==> src/rtl/aes_pkg.sv <==
// Shared types and constants for the AES request arbiter and its helpers.
package aes_pkg;

    localparam int AES_BLK_W = 128;

    typedef enum logic [1:0] {
        IDLE,
        ISSUE,
        WAIT,
        RESP
    } arb_state_t;

    typedef struct packed {
        logic                 is_key;
        logic [AES_BLK_W-1:0] data;
    } req_t;

endpackage

==> src/rtl/aes_rr_pick.sv <==
// Combinational round-robin picker: first valid line at or above rr_ptr, wrapping.
module aes_rr_pick #(
    parameter int NREQ = 2,
    parameter int PW   = 1
) (
    input  logic [NREQ-1:0] req_valid,
    input  logic [PW-1:0]   rr_ptr,
    output logic [NREQ-1:0] grant,
    output logic [PW-1:0]   grant_idx,
    output logic            any
);

    localparam int SW = PW + 1;

    logic [SW-1:0] cand;

    // Walk the lines starting at rr_ptr and keep the first valid one found.
    always_comb begin
        grant     = '0;
        grant_idx = '0;
        any       = 1'b0;
        cand      = '0;
        for (int k = 0; k < NREQ; k++) begin
            cand = {1'b0, rr_ptr} + SW'(k);
            if (cand >= SW'(NREQ)) begin
                cand = cand - SW'(NREQ);
            end
            if (!any && req_valid[cand[PW-1:0]]) begin
                any                    = 1'b1;
                grant_idx              = cand[PW-1:0];
                grant[cand[PW-1:0]]    = 1'b1;
            end
        end
    end

endmodule

==> src/rtl/aes_req_arbiter.sv <==
// Shares one AES engine between NREQ requesters: round-robin grant, engine
// start/key-load sequencing, no-key and hung-engine guards, per-owner response.
module aes_req_arbiter
    import aes_pkg::*;
#(
    parameter int NREQ        = 2,
    parameter int TIMEOUT_CYC = 64,
    parameter int CW          = 7
) (
    input  logic                      clk,
    input  logic                      rst,
    input  logic [NREQ-1:0]           req_valid,
    output logic [NREQ-1:0]           req_ready,
    input  logic [NREQ-1:0]           req_is_key,
    input  logic [NREQ*AES_BLK_W-1:0] req_data,
    output logic [NREQ-1:0]           rsp_valid,
    input  logic [NREQ-1:0]           rsp_ready,
    output logic [AES_BLK_W-1:0]      rsp_data,
    output logic                      rsp_err,
    output logic                      eng_start,
    output logic                      eng_key_load,
    output logic [AES_BLK_W-1:0]      eng_din,
    input  logic                      eng_done,
    input  logic [AES_BLK_W-1:0]      eng_dout,
    output logic                      busy
);

    localparam int PW = (NREQ > 2) ? 2 : 1;

    arb_state_t    state;
    logic          key_loaded;
    logic [PW-1:0] rr_ptr;
    logic [PW-1:0] owner;
    req_t          op;
    logic [CW-1:0] tmo_cnt;
    logic [CW-1:0] cnt_next;
    logic          tmo_hit;

    logic [NREQ-1:0] pick_grant;
    logic [PW-1:0]   pick_idx;
    logic            pick_any;
    req_t            cand_req;

    aes_rr_pick #(
        .NREQ (NREQ),
        .PW   (PW)
    ) u_pick (
        .req_valid (req_valid),
        .rr_ptr    (rr_ptr),
        .grant     (pick_grant),
        .grant_idx (pick_idx),
        .any       (pick_any)
    );

    // Gather the picked requester's kind and operand for latching at grant.
    always_comb begin
        cand_req.is_key = req_is_key[pick_idx];
        cand_req.data   = req_data[AES_BLK_W*int'(pick_idx) +: AES_BLK_W];
    end

    // The accept pulse is same-cycle with the grant decision so the requester
    // sees the handshake while its data is still being latched.
    assign req_ready = (state == IDLE && pick_any && !rst) ? pick_grant : '0;
    assign busy      = (state != IDLE);
    assign eng_din   = (state != IDLE) ? op.data : '0;

    assign cnt_next  = tmo_cnt + CW'(1);
    assign tmo_hit   = (cnt_next == CW'(TIMEOUT_CYC - 1));

    // Main job sequencer: grant, issue to engine, wait with timeout, respond.
    always_ff @(posedge clk) begin
        if (rst) begin
            state        <= IDLE;
            key_loaded   <= 1'b0;
            rr_ptr       <= '0;
            owner        <= '0;
            op           <= '0;
            tmo_cnt      <= '0;
            rsp_valid    <= '0;
            rsp_data     <= '0;
            rsp_err      <= 1'b0;
            eng_start    <= 1'b0;
            eng_key_load <= 1'b0;
        end else begin
            eng_start    <= 1'b0;
            eng_key_load <= 1'b0;
            case (state)
                IDLE: begin
                    if (pick_any) begin
                        owner  <= pick_idx;
                        op     <= cand_req;
                        rr_ptr <= (pick_idx == PW'(NREQ - 1)) ? '0 : pick_idx + PW'(1);
                        if (cand_req.is_key || key_loaded) begin
                            eng_start    <= 1'b1;
                            eng_key_load <= cand_req.is_key;
                        end
                        state <= ISSUE;
                    end
                end
                ISSUE: begin
                    if (!op.is_key && !key_loaded) begin
                        rsp_err   <= 1'b1;
                        rsp_data  <= '0;
                        rsp_valid <= NREQ'(1) << owner;
                        state     <= RESP;
                    end else begin
                        tmo_cnt <= '0;
                        state   <= WAIT;
                    end
                end
                WAIT: begin
                    tmo_cnt <= cnt_next;
                    if (eng_done) begin
                        rsp_data  <= op.is_key ? '0 : eng_dout;
                        rsp_err   <= 1'b0;
                        rsp_valid <= NREQ'(1) << owner;
                        if (op.is_key) begin
                            key_loaded <= 1'b1;
                        end
                        state <= RESP;
                    end else if (tmo_hit) begin
                        rsp_data  <= '0;
                        rsp_err   <= 1'b1;
                        rsp_valid <= NREQ'(1) << owner;
                        if (op.is_key) begin
                            key_loaded <= 1'b0;
                        end
                        state <= RESP;
                    end
                end
                RESP: begin
                    if (rsp_ready[owner]) begin
                        rsp_valid <= '0;
                        rsp_data  <= '0;
                        rsp_err   <= 1'b0;
                        state     <= IDLE;
                    end
                end
                default: state <= IDLE;
            endcase
        end
    end

endmodule

==> config.mk <==
export PLATFORM = sky130hd
export DESIGN_NAME = aes_req_arbiter
export DESIGN_NICKNAME = d
export VERILOG_FILES = /design/src/rtl/aes_pkg.sv /design/src/rtl/aes_rr_pick.sv /design/src/rtl/aes_req_arbiter.sv
export SDC_FILE = /design/constraint.sdc
export NUM_CORES = 1
export LEC_CHECK = 0
export CAP_MARGIN = 20
export CORE_AREA = 4 4 256 258
export DETAILED_ROUTE_END_ITERATION = 6
export DIE_AREA = 0 0 260 262
export RECOVER_POWER = 50
export SETUP_SLACK_MARGIN = 0.15
export SLEW_MARGIN = 10
export SYNTH_ARGS = -nofsm -noshare
export SYNTH_HDL_FRONTEND = slang
export SYNTH_HIERARCHICAL = 1
export SYNTH_SLANG_ARGS = --single-unit
export TNS_END_PERCENT = 1
==> constraint.sdc <==
create_clock -name clk -period 2.7 [get_ports clk]
set_input_delay 0.54 -clock clk [delete_from_list [all_inputs] [get_ports clk]]
set_output_delay 0.54 -clock clk [all_outputs]
set_load 0.01 [all_outputs]
Word-level counts from Yosys, hierarchy flattened
Index checks and enable logic that the tools add are counted.
{"block": "classes", "reduce_logical": 23, "addsub": 5, "n_mux": 51, "n_lt_le_gt_ge": 8, "shift": 2, "n_eq_ne": 9, "n_bitwise": 4}
{"operator": "$mux W128", "n": 6}
{"operator": "$pmux W128 S3", "n": 1}
{"operator": "$shiftx A256 B9 Y128", "n": 1}
{"operator": "$mux W1", "n": 27}
{"operator": "$mux W2", "n": 10}
{"operator": "$pmux W7 S2", "n": 1}
{"operator": "$lt A1 B2 Y1 const B", "n": 4}
{"operator": "$ne A2 B2 Y1 const B", "n": 4}
{"operator": "$pmux W2 S4", "n": 1}
{"operator": "$add A7 B1 Y7 const B", "n": 1}
{"operator": "$eq A7 B6 Y1 const B", "n": 1}
{"operator": "$mux W7", "n": 1}
{"operator": "$logic_and A1 B1 Y1", "n": 6}
{"operator": "$pmux W2 S3", "n": 1}
{"operator": "$reduce_and A3 Y1", "n": 2}
{"operator": "$reduce_bool A2 Y1", "n": 3}
{"operator": "$eq A2 B2 Y1 const B", "n": 2}
{"operator": "$logic_not A1 Y1", "n": 4}
{"operator": "$reduce_and A2 Y1", "n": 2}
{"operator": "$reduce_and A4 Y1", "n": 1}
{"operator": "$reduce_or A4 Y1", "n": 1}
{"operator": "$ne A3 B3 Y1 const B", "n": 1}
{"operator": "$not A1 Y1", "n": 3}
{"operator": "$pmux W1 S3", "n": 1}
{"operator": "14 further kinds", "n": 17}
{"block": "word_totals", "output_inout_bits": 264, "regBits": 274, "wordCells": 114}

Depth between registers and ports, before layout
Gate-level depths: netlist of run 1.
{"block": "depth", "depth_word": 13, "depth_mapped": 11, "ltp_nobuf": 8}

Cells and area by module
The synthesis of run 1 kept the hierarchy.
{"mod": "aes_req_arbiter", "cells_each": 1407, "n_inst": 1, "area_each_um2": 12276.8}
{"mod": "aes_rr_pick", "cells_each": 5, "n_inst": 1, "area_each_um2": 32.5}

Worst setup path after synthesis of run 1
No wires, ideal clock.
{"block": "synth_timing", "path_type": "register -> register", "from": "reg tmo_cnt[0]", "to": "reg rsp_data[38]", "synth_period_minus_slack_ns": 2.208, "arrival_ns": 2.080, "t_required_ns": 2.572, "slack_ns": 0.492, "setup_time_ns": 0.128, "path_stages_with_launch": 11, "cell_sequence": "dfxtp_1 > ha_1 > nand3_2 > o21a_1 > nor4_4 > a21oi_2 > buf_6 > buf_4 > buf_2 > nand3b_1 > o21ai_0"}
{"block": "synth_between", "elab_chain_cells": 4}
{"item": "from (decl)", "line_no": "aes_req_arbiter.sv:35", "source": "logic [CW-1:0] tmo_cnt;"}
{"item": "from (signal assigned)", "line_no": "aes_req_arbiter.sv:112", "source": "tmo_cnt <= cnt_next;"}
{"item": "$add A7 B1 Y7", "line_no": "aes_req_arbiter.sv:67", "source": "assign cnt_next = tmo_cnt + CW'(1);"}
{"item": "$eq A7 B6 Y1", "line_no": "aes_req_arbiter.sv:68", "source": "assign tmo_hit = (cnt_next == CW'(TIMEOUT_CYC - 1));"}
{"item": "$ne A3 B3 Y1 (no line)"}
{"item": "$reduce_and A4 Y1 (no line)"}
{"item": "to (signal assigned)", "line_no": "aes_req_arbiter.sv:114", "source": "rsp_data <= op.is_key ? '0 : eng_dout;"}
{"item": "to (decl)", "line_no": "aes_req_arbiter.sv:18", "source": "output logic [AES_BLK_W-1:0] rsp_data,"}
Every way passes these cells.
A chain may end at the register's enable or synchronous reset.

Worst setup path in the final report of run 1
{"block": "layout_timing", "from": "in req_valid[1]", "to": "reg op[110] (netlist name)"}
{"block": "layout_between", "elab_chain_cells": 7}
{"item": "from (decl)", "line_no": "aes_req_arbiter.sv:12", "source": "input logic [NREQ-1:0] req_valid,"}
{"item": "$mux W1 (implied by the code) (2 in a row)", "line_no": "aes_rr_pick.sv:28", "source": "if (!any && req_valid[cand[PW-1:0]]) begin"}
{"item": "$mux W1", "line_no": "aes_rr_pick.sv:28"}
{"item": "$logic_not A1 Y1", "line_no": "aes_rr_pick.sv:28"}
{"item": "$logic_and A1 B1 Y1", "line_no": "aes_rr_pick.sv:28"}
{"item": "$mux W1 *", "line_no": "aes_rr_pick.sv:28"}
{"item": "via pick_idx", "line_no": "aes_req_arbiter.sv:40", "source": "logic [PW-1:0] pick_idx;"}
{"item": "$shiftx A256 B9 Y128 *", "line_no": "aes_req_arbiter.sv:58", "source": "cand_req.data = req_data[AES_BLK_W*int'(pick_idx) +: AES_BLK_W];"}
{"item": "to (signal assigned)", "line_no": "aes_req_arbiter.sv:91", "source": "op <= cand_req;"}
{"item": "to (decl)", "line_no": "aes_req_arbiter.sv:34", "source": "req_t op;"}
The timed path passes the listed nets; every way through them passes the cells marked *. The select of a mux whose other input is x is not followed.

==> flow_results.xml, run 1 <==
<?xml version="1.0" encoding="UTF-8"?>
<metrics>
  <group name="grt">
    <metric name="grt_start_max_net_pins" unit="">157</metric>
    <metric name="gr-total-overflow" unit="">0</metric>
    <metric name="first_pass_grt_wire_length" unit="mm">75.93</metric>
    <metric name="grt_antenna_before_repair" unit="">10</metric>
    <metric name="met2_usage" unit="%">25.01</metric>
    <metric name="first_global_vias" unit="">12886</metric>
    <metric name="grt.met3_usage" unit="%">5.185</metric>
    <metric name="global_route.usage.met1" unit="%">15.66</metric>
    <metric name="grt_util_all_layers" unit="%">14.32</metric>
    <metric name="grt.busiest_layer" unit="">met2</metric>
  </group>
  <group name="hold_path">
    <metric name="worst_hold_path_stage_count" unit="">2</metric>
    <metric name="min_path_type" unit="">register to register</metric>
  </group>
  <group name="finish">
    <metric name="mostFrequentLayoutCells" unit="">396 x sky130_fd_sc_hd__clkdlybuf4s50_1, 270 x sky130_fd_sc_hd__dfxtp_1, 144 x sky130_fd_sc_hd__nand2_1</metric>
    <metric name="fin_nets" unit="">2441</metric>
    <metric name="area_growth" unit="%">71.44</metric>
    <metric name="final_common_cell" unit="">sky130_fd_sc_hd__clkdlybuf4s50_1</metric>
    <metric name="post_route_cells_drive_above_1_share" unit="%">6.825</metric>
  </group>
  <group name="power_and_ir_drop">
    <metric name="total_leakage_power" unit="nW">8.384</metric>
    <metric name="power.net_switching" unit="mW">5.700</metric>
    <metric name="cellInternalPower" unit="mW">10.23</metric>
    <metric name="powerDensity" unit="mW/mm^2">754.7</metric>
    <metric name="worst_ir_drop_vdd" unit="V">0.0003335</metric>
    <metric name="power.share.combinational" unit="%">39.8</metric>
    <metric name="pwr-share-seq" unit="%">32.1</metric>
    <metric name="share_of_power_burned_in_the_clock_network" unit="%">28.1</metric>
    <metric name="swShare" unit="%">35.79</metric>
  </group>
  <group name="worst_setup_path">
    <metric name="cp_top_family" unit="">buffers and inverters</metric>
    <metric name="end_kind" unit="">register</metric>
    <metric name="criticalPathCategory" unit="">input pin to register</metric>
    <metric name="setup.worst_path.start_class" unit="">input pin</metric>
    <metric name="wp_data_arrival" unit="ns">3.04</metric>
    <metric name="r2r_cells" unit="">6</metric>
    <metric name="slowest_stage_delay_cp" unit="ns">0.64</metric>
    <metric name="timing.critical_path.slowest_stage_cell" unit="">sky130_fd_sc_hd__clkbuf_2</metric>
    <metric name="cp_max_fo" unit="">16</metric>
    <metric name="crit_path_cell_trace" unit="">dlygate4sd3_1, a21boi_4, clkbuf_2, buf_4, mux2i_1, a211oi_1</metric>
    <metric name="required_time_reported_for_the_critical_path_endpoint" unit="ns">3.08</metric>
    <metric name="timing.critical_path.depth" unit="">6</metric>
    <metric name="worst-path-buf-inv" unit="">3</metric>
  </group>
  <group name="clocking">
    <metric name="root_buffer_master" unit="">sky130_fd_sc_hd__clkbuf_16</metric>
    <metric name="ctsLongestPathBuffers" unit="">3</metric>
    <metric name="cts.htree.levels" unit="">2</metric>
    <metric name="cts.reportedPaths.clkPinSlew" unit="ns">0.06</metric>
    <metric name="clock_tree_from_tritoncts" unit="">done</metric>
    <metric name="cts-buffers-inserted" unit="">34</metric>
    <metric name="clkLatencyLatePin" unit="ns">0.53</metric>
    <metric name="cts_num_sinks" unit="">274</metric>
  </group>
  <group name="synth">
    <metric name="synthesis.area" unit="sq mm">0.01231</metric>
    <metric name="yosysWarningCount" unit="">6</metric>
    <metric name="ys_dominant_reg_cell" unit="">sky130_fd_sc_hd__dfxtp_1</metric>
    <metric name="ys_async_sr_fraction" unit="%">0</metric>
    <metric name="synthDistinctLibCells" unit="">44</metric>
    <metric name="synth_top_cells_by_area" unit="">sky130_fd_sc_hd__dfxtp_1 45%, sky130_fd_sc_hd__mux2i_1 11%, sky130_fd_sc_hd__a211oi_1 7.9%</metric>
    <metric name="synth_top_cell_area_share" unit="%">44.56</metric>
    <metric name="post_synth_inst_count" unit="">1412</metric>
    <metric name="syn-num-nets" unit="">1811</metric>
    <metric name="yosys_top_cell_by_area" unit="">sky130_fd_sc_hd__dfxtp_1</metric>
    <metric name="syn_avg_cell_area" unit="sq um">8.718</metric>
    <metric name="ys_seq_area_share" unit="%">44.56</metric>
    <metric name="post_synth_edffs" unit="">0</metric>
    <metric name="ys_seq_elements" unit="">274</metric>
  </group>
  <group name="timing">
    <metric name="final_hold_viol_count" unit="">0</metric>
    <metric name="max_slew.worst_pin.slew" unit="ns">0.7066</metric>
    <metric name="fmax" unit="MHz">376.3</metric>
    <metric name="drv_slew" unit="">0</metric>
    <metric name="max_slew_margin" unit="%">52.89</metric>
    <metric name="finalClockSkew" unit="ns">0.01491</metric>
    <metric name="grt_setup_unrepaired" unit="">yes</metric>
    <metric name="totalNegativeSetupSlack" unit="ns">0</metric>
    <metric name="hold-worst-slack" unit="ns">0.4569</metric>
    <metric name="finalSetupViolations" unit="">0</metric>
    <metric name="final.period_utilization" unit="%">98.43</metric>
    <metric name="minimum_clock_period_after_layout" unit="ns">2.658</metric>
  </group>
  <group name="placed_design">
    <metric name="routabilityCongestion" unit="">0.8410</metric>
    <metric name="port_buffers" unit="">656</metric>
    <metric name="post-dp-hpwl" unit="mm">40.52</metric>
  </group>
  <group name="floorplanning">
    <metric name="core.rowCount" unit="">92</metric>
    <metric name="fp.dieArea" unit="sq mm">0.06812</metric>
    <metric name="fp.dieH" unit="microns">262</metric>
    <metric name="die_w" unit="microns">260</metric>
    <metric name="starting_utilization_of_the_core_area" unit="%">19.55</metric>
    <metric name="io_pins" unit="">657</metric>
    <metric name="placeableCoreArea" unit="sq mm">0.06297</metric>
  </group>
  <group name="drt">
    <metric name="routed_wl" unit="mm">52.58</metric>
    <metric name="remaining_drc_errors" unit="">0</metric>
    <metric name="drt_iter0_drc" unit="">659</metric>
    <metric name="vias_per_cell" unit="">4.294</metric>
    <metric name="number_of_nets_with_antenna_violations_after_routing" unit="">0</metric>
    <metric name="routed-via-count" unit="">12522</metric>
    <metric name="drt_first_pass_iters" unit="">5</metric>
    <metric name="detail_route.wl_per_cell" unit="microns">18.03</metric>
  </group>
  <group name="run">
    <metric name="max_cap_violations" unit="">0</metric>
  </group>
  <group name="status">
    <metric name="run_status" unit="">finished clean</metric>
  </group>
</metrics>
==> worst min-delay path: cells and delay by family (launching register included) <==
family / cells / cell delay [ns]
and+or+nand+nor: 1 / 0.05
DFF: 1 / 0.31
AOI/OAI and AO/OA: 1 / 0.05
==> power groups by stage <==
stage	registers, mW	clock network, mW	logic, mW
6_report	5.11	4.47	6.34
5_1_grt	5.19	4.80	6.99
3_5_place_dp	5.19	0	6.70
3_3_place_gp	5.16	0	6.61
2_1_floorplan	5.11	0	3.45
4_1_cts	5.12	4.66	6.52
==> flip-flops by register name (all words and copies together) (netlist names), 2 cells and up <==
register,count
rsp_valid,2
tmo_cnt,7
op,129
rsp_data,128
state,2
==> timing repair <==
item                                   CTS  global route
hold buffers                             0             0
buffers inserted                         4             0
setup endpoints to repair              131           205
pin swaps                                1             1
endpoints found under the hold margin    0             0
gates resized for setup                153             9
==> synthesized netlist by cell type (10+ instances only) <==
cell type                  instances
sky130_fd_sc_hd__dfxtp_1         274
sky130_fd_sc_hd__nand2_1         144
sky130_fd_sc_hd__nor2_1          141
sky130_fd_sc_hd__mux2i_1         132
sky130_fd_sc_hd__a211oi_1        130
sky130_fd_sc_hd__nand3b_1        129
sky130_fd_sc_hd__nor2b_1         129
sky130_fd_sc_hd__o21ai_0         125
sky130_fd_sc_hd__clkbuf_1        111
sky130_fd_sc_hd__buf_2            14
sky130_fd_sc_hd__o21ai_1          11
sky130_fd_sc_hd__a21oi_1          10
==> metrics by stage <==
step / instance area, sq um / cells / utilization (%) / worst slack [ns] / power (mW)
detailed placement: 20140 / 2848 / 31.99 / 0.01805 / 11.89
global route: 21100 / 2914 / 33.51 / 0.04339 / 16.98
global placement: 20140 / 2848 / 31.99 / -0.05062 / 11.78
floorplan: 12310 / 1412 / - / 0.4918 / 8.565
finish: 21100 / 2916 / 33.51 / 0.04226 / 15.93
CTS: 21140 / 2912 / 33.58 / 0.1535 / 16.29
==> kinds of logic after synthesis <==
group | Yosys count | share of synthesized area (%)
xor gates and xnor gates | 1 | 0.07117
and+or+nand+nor | 568 | 24.63
buffers and inverters | 138 | 4.442
AOI/OAI and AO/OA | 293 | 14.95
adders and majority gates | 6 | 0.6099
DFF | 274 | 44.56
muxes | 132 | 10.73
==> layout make-up <==
cell class / count / area [sq um]
antenna: 4 / 10.01
clock buffer: 48 / 953.4
clock inverter: 12 / 128.9
fill: 6542 / 41860
inverter: 6 / 22.52
multi-input combinational: 1000 / 6332
sequential: 274 / 5490
tap: 846 / 1059
timing repair buffer: 726 / 7107
==> final timing paths <==
| path | startpoint | endpoint | slack (ns) |
|---|---|---|---|
| setup / recovery | req_valid[1] | op[110] | 0.04 |
| hold / removal | rsp_valid[0] | rsp_valid[0] | 0.46 |
| setup reg to reg | rr_ptr | op[110] | 0.24 |
| hold reg to reg | rsp_valid[0] | rsp_valid[0] | 0.46 |
==> metal layers <==
metal | vias up | share of wire, %
met2 | 509 | 48
met1 | 5764 | 38
li1 | 6159 | -
met4 | 2 | 4.3
met5 | - | 0.023
met3 | 88 | 9.4
(Power assumes the default switching activity.)
==> inputs of run 2 (changes only) <==
==> constraint.sdc (replaced) <==
create_clock -name clk -period 2.8 [get_ports clk]
set_input_delay 0.56 -clock clk [delete_from_list [all_inputs] [get_ports clk]]
set_output_delay 0.56 -clock clk [all_outputs]
set_load 0.01 [all_outputs]
==> run 2 against run 1 <==
Effect of this change: non-clock buffer count decreased by 12; die area unchanged; cell area about the same; critical path depth increased by 1; setup slack improved by 0.13 ns; first-iteration DRC count increased by 11%; clock skew increased by 0.0010 ns; sequential cell count unchanged; clock power about the same; core utilization about the same; register-to-register slack got worse by 0.02 ns; final cell count decreased by 0.17%.
==> flow_results.xml, run 2 (synthesis gave the netlist of run 1 again) <==
<?xml version="1.0" encoding="UTF-8"?>
<metrics>
  <group name="status">
    <metric name="run_status" unit="">finished clean</metric>
  </group>
  <group name="worst_setup_path">
    <metric name="setup.worst_path.start_class" unit="">register</metric>
    <metric name="timing.critical_path.slowest_stage_cell" unit="">sky130_fd_sc_hd__dfxtp_1</metric>
    <metric name="slowest_stage_delay_cp" unit="ns">0.39</metric>
    <metric name="crit_path_cell_trace" unit="">inv_2, ha_4, buf_4, buf_4, buf_4, nor2b_1, dlygate4sd2_1</metric>
    <metric name="required_time_reported_for_the_critical_path_endpoint" unit="ns">2.24</metric>
    <metric name="criticalPathCategory" unit="">register to output pin</metric>
    <metric name="end_kind" unit="">output pin</metric>
    <metric name="wp_data_arrival" unit="ns">2.07</metric>
    <metric name="critical_path.most_common_cell" unit="">sky130_fd_sc_hd__buf_4</metric>
    <metric name="cp_max_fo" unit="">6</metric>
  </group>
  <group name="clocking">
    <metric name="cts_num_sinks" unit="">274</metric>
    <metric name="cts.reportedPaths.clkPinSlew" unit="ns">0.05</metric>
    <metric name="cts-buffers-inserted" unit="">35</metric>
    <metric name="root_buffer_master" unit="">sky130_fd_sc_hd__clkbuf_16</metric>
    <metric name="clock_tree_from_tritoncts" unit="">done</metric>
    <metric name="cts.htree.levels" unit="">2</metric>
    <metric name="clkLatencyLatePin" unit="ns">0.53</metric>
    <metric name="ctsLongestPathBuffers" unit="">3</metric>
  </group>
  <group name="drt">
    <metric name="remaining_drc_errors" unit="">0</metric>
    <metric name="vias_per_cell" unit="">4.310</metric>
    <metric name="routed_wl" unit="mm">52.70</metric>
    <metric name="drt_first_pass_iters" unit="">5</metric>
    <metric name="routed-via-count" unit="">12545</metric>
    <metric name="detail_route.wl_per_cell" unit="microns">18.11</metric>
    <metric name="drt_iter0_drc" unit="">732</metric>
    <metric name="number_of_nets_with_antenna_violations_after_routing" unit="">0</metric>
  </group>
  <group name="grt">
    <metric name="grt_start_max_net_pins" unit="">157</metric>
    <metric name="grt_util_all_layers" unit="%">14.32</metric>
    <metric name="grt_antenna_before_repair" unit="">12</metric>
    <metric name="first_pass_grt_wire_length" unit="mm">75.64</metric>
    <metric name="gr-total-overflow" unit="">0</metric>
    <metric name="first_global_vias" unit="">12734</metric>
  </group>
  <group name="power_and_ir_drop">
    <metric name="post-layout-total-power" unit="mW">15.53</metric>
    <metric name="total_leakage_power" unit="nW">8.303</metric>
    <metric name="powerDensity" unit="mW/mm^2">735.2</metric>
    <metric name="worst_ir_drop_vdd" unit="V">0.0003984</metric>
  </group>
  <group name="finish">
    <metric name="fin_nets" unit="">2430</metric>
    <metric name="nFillCells" unit="">6515</metric>
    <metric name="post_route_cells_drive_above_1_share" unit="%">6.563</metric>
    <metric name="largest_register_ff_count" unit="">129</metric>
    <metric name="largest-register" unit="">op</metric>
    <metric name="final_cell_area" unit="sq mm">0.02112</metric>
    <metric name="multi_input_area" unit="sq mm">0.006339</metric>
    <metric name="reg_top3" unit="">op x129, rsp_data x128, tmo_cnt x7</metric>
    <metric name="final_common_cell" unit="">sky130_fd_sc_hd__clkdlybuf4s50_1</metric>
    <metric name="mostFrequentLayoutCells" unit="">391 x sky130_fd_sc_hd__clkdlybuf4s50_1, 273 x sky130_fd_sc_hd__dfxtp_1, 144 x sky130_fd_sc_hd__nand2_1</metric>
    <metric name="area.sequential" unit="sq mm">0.005487</metric>
    <metric name="area_growth" unit="%">71.59</metric>
  </group>
  <group name="timing">
    <metric name="max_slew.worst_pin.slew" unit="ns">1.226</metric>
    <metric name="minimum_clock_period_after_layout" unit="ns">2.625</metric>
    <metric name="final_hold_viol_count" unit="">0</metric>
    <metric name="finalClockSkew" unit="ns">0.01591</metric>
    <metric name="fmax" unit="MHz">380.9</metric>
    <metric name="max_slew_margin" unit="%">18.24</metric>
    <metric name="hold-worst-slack" unit="ns">0.4534</metric>
    <metric name="finalSetupViolations" unit="">0</metric>
    <metric name="final.period_utilization" unit="%">93.76</metric>
    <metric name="totalNegativeSetupSlack" unit="ns">0</metric>
    <metric name="drv_slew" unit="">0</metric>
    <metric name="postLayoutSetupSlackWorst" unit="ns">0.1746</metric>
    <metric name="grt_setup_unrepaired" unit="">yes</metric>
  </group>
  <group name="floorplanning">
    <metric name="die_w" unit="microns">260</metric>
    <metric name="fp.dieH" unit="microns">262</metric>
    <metric name="starting_utilization_of_the_core_area" unit="%">19.55</metric>
    <metric name="io_pins" unit="">657</metric>
    <metric name="fp.dieArea" unit="sq mm">0.06812</metric>
    <metric name="placeableCoreArea" unit="sq mm">0.06297</metric>
    <metric name="core.rowCount" unit="">92</metric>
  </group>
  <group name="placed_design">
    <metric name="post-dp-hpwl" unit="mm">39.65</metric>
    <metric name="port_buffers" unit="">656</metric>
    <metric name="routabilityCongestion" unit="">0.8594</metric>
    <metric name="dp_slack" unit="ns">0.08284</metric>
    <metric name="detailed_place.area" unit="sq mm">0.02003</metric>
  </group>
  <group name="run">
    <metric name="max_cap_violations" unit="">0</metric>
  </group>
  <group name="hold_path">
    <metric name="min_path_type" unit="">register to register</metric>
  </group>
</metrics>
==> run 2: report_power, final <==
part	total, mW	internal [mW]	switching (mW)
sequential	4.95	4.59	0.360
clock	4.46	2.70	1.77
combinational	6.12	2.67	3.45
total	15.5	9.96	5.57
==> run 2: stage by stage <==
step	utilization, %	std cells
5_1_grt	33.54	2909
4_1_cts	33.65	2903
6_report	33.54	2911
2_1_floorplan	-	1412
3_5_place_dp	31.81	2833
3_3_place_gp	31.81	2833
==> run 2: layout make-up <==
| type | count | area share [%] |
|---|---|---|
| clock buffers | 52 | 4.786 |
| well taps | 846 | 5.012 |
| diodes | 8 | 0.09478 |
| multi-input cells | 1000 | 30.01 |
| flip-flops and latches | 274 | 25.98 |
| repair buffers | 714 | 33.40 |
| inverters | 6 | 0.1066 |
| clock inverters | 11 | 0.6102 |
==> run 2: timing repair <==
action | CTS | global route
buffers inserted | 6 | 0
endpoints found under the setup margin | 131 | 135
gates resized for setup | 188 | 2
hold buffers | 0 | 0
cloned | 1 | 0
==> run 2: worst max-delay path: cells and delay by family, from the launching register on <==
kind / cells / cell delay (ns)
flip-flops: 1 / 0.39
AND/OR/NAND/NOR: 1 / 0.12
buffers and inverters: 5 / 0.84
adder cells (fa/ha/maj): 1 / 0.18
==> run 2: path summary, 6_finish.rpt <==
path,to,startpoint,slack (ns),depth (start not counted)
setup reg to reg,rsp_data[108],tmo_cnt[0],0.22,9
setup / recovery,eng_din[9],state[1],0.17,7
hold / removal,rsp_valid[1],rsp_valid[1],0.45,2
hold reg to reg,rsp_valid[1],rsp_valid[1],0.45,2
==> run 2: metal layers <==
layer | up-vias | wire length [microns] | GRT usage (%)
met5 | - | 0 | 0
met2 | 493 | 25810 | 24.98
met4 | 0 | 1945 | 6.326
li1 | 6151 | - | -
met1 | 5826 | 20380 | 15.86
met3 | 75 | 4572 | 4.857
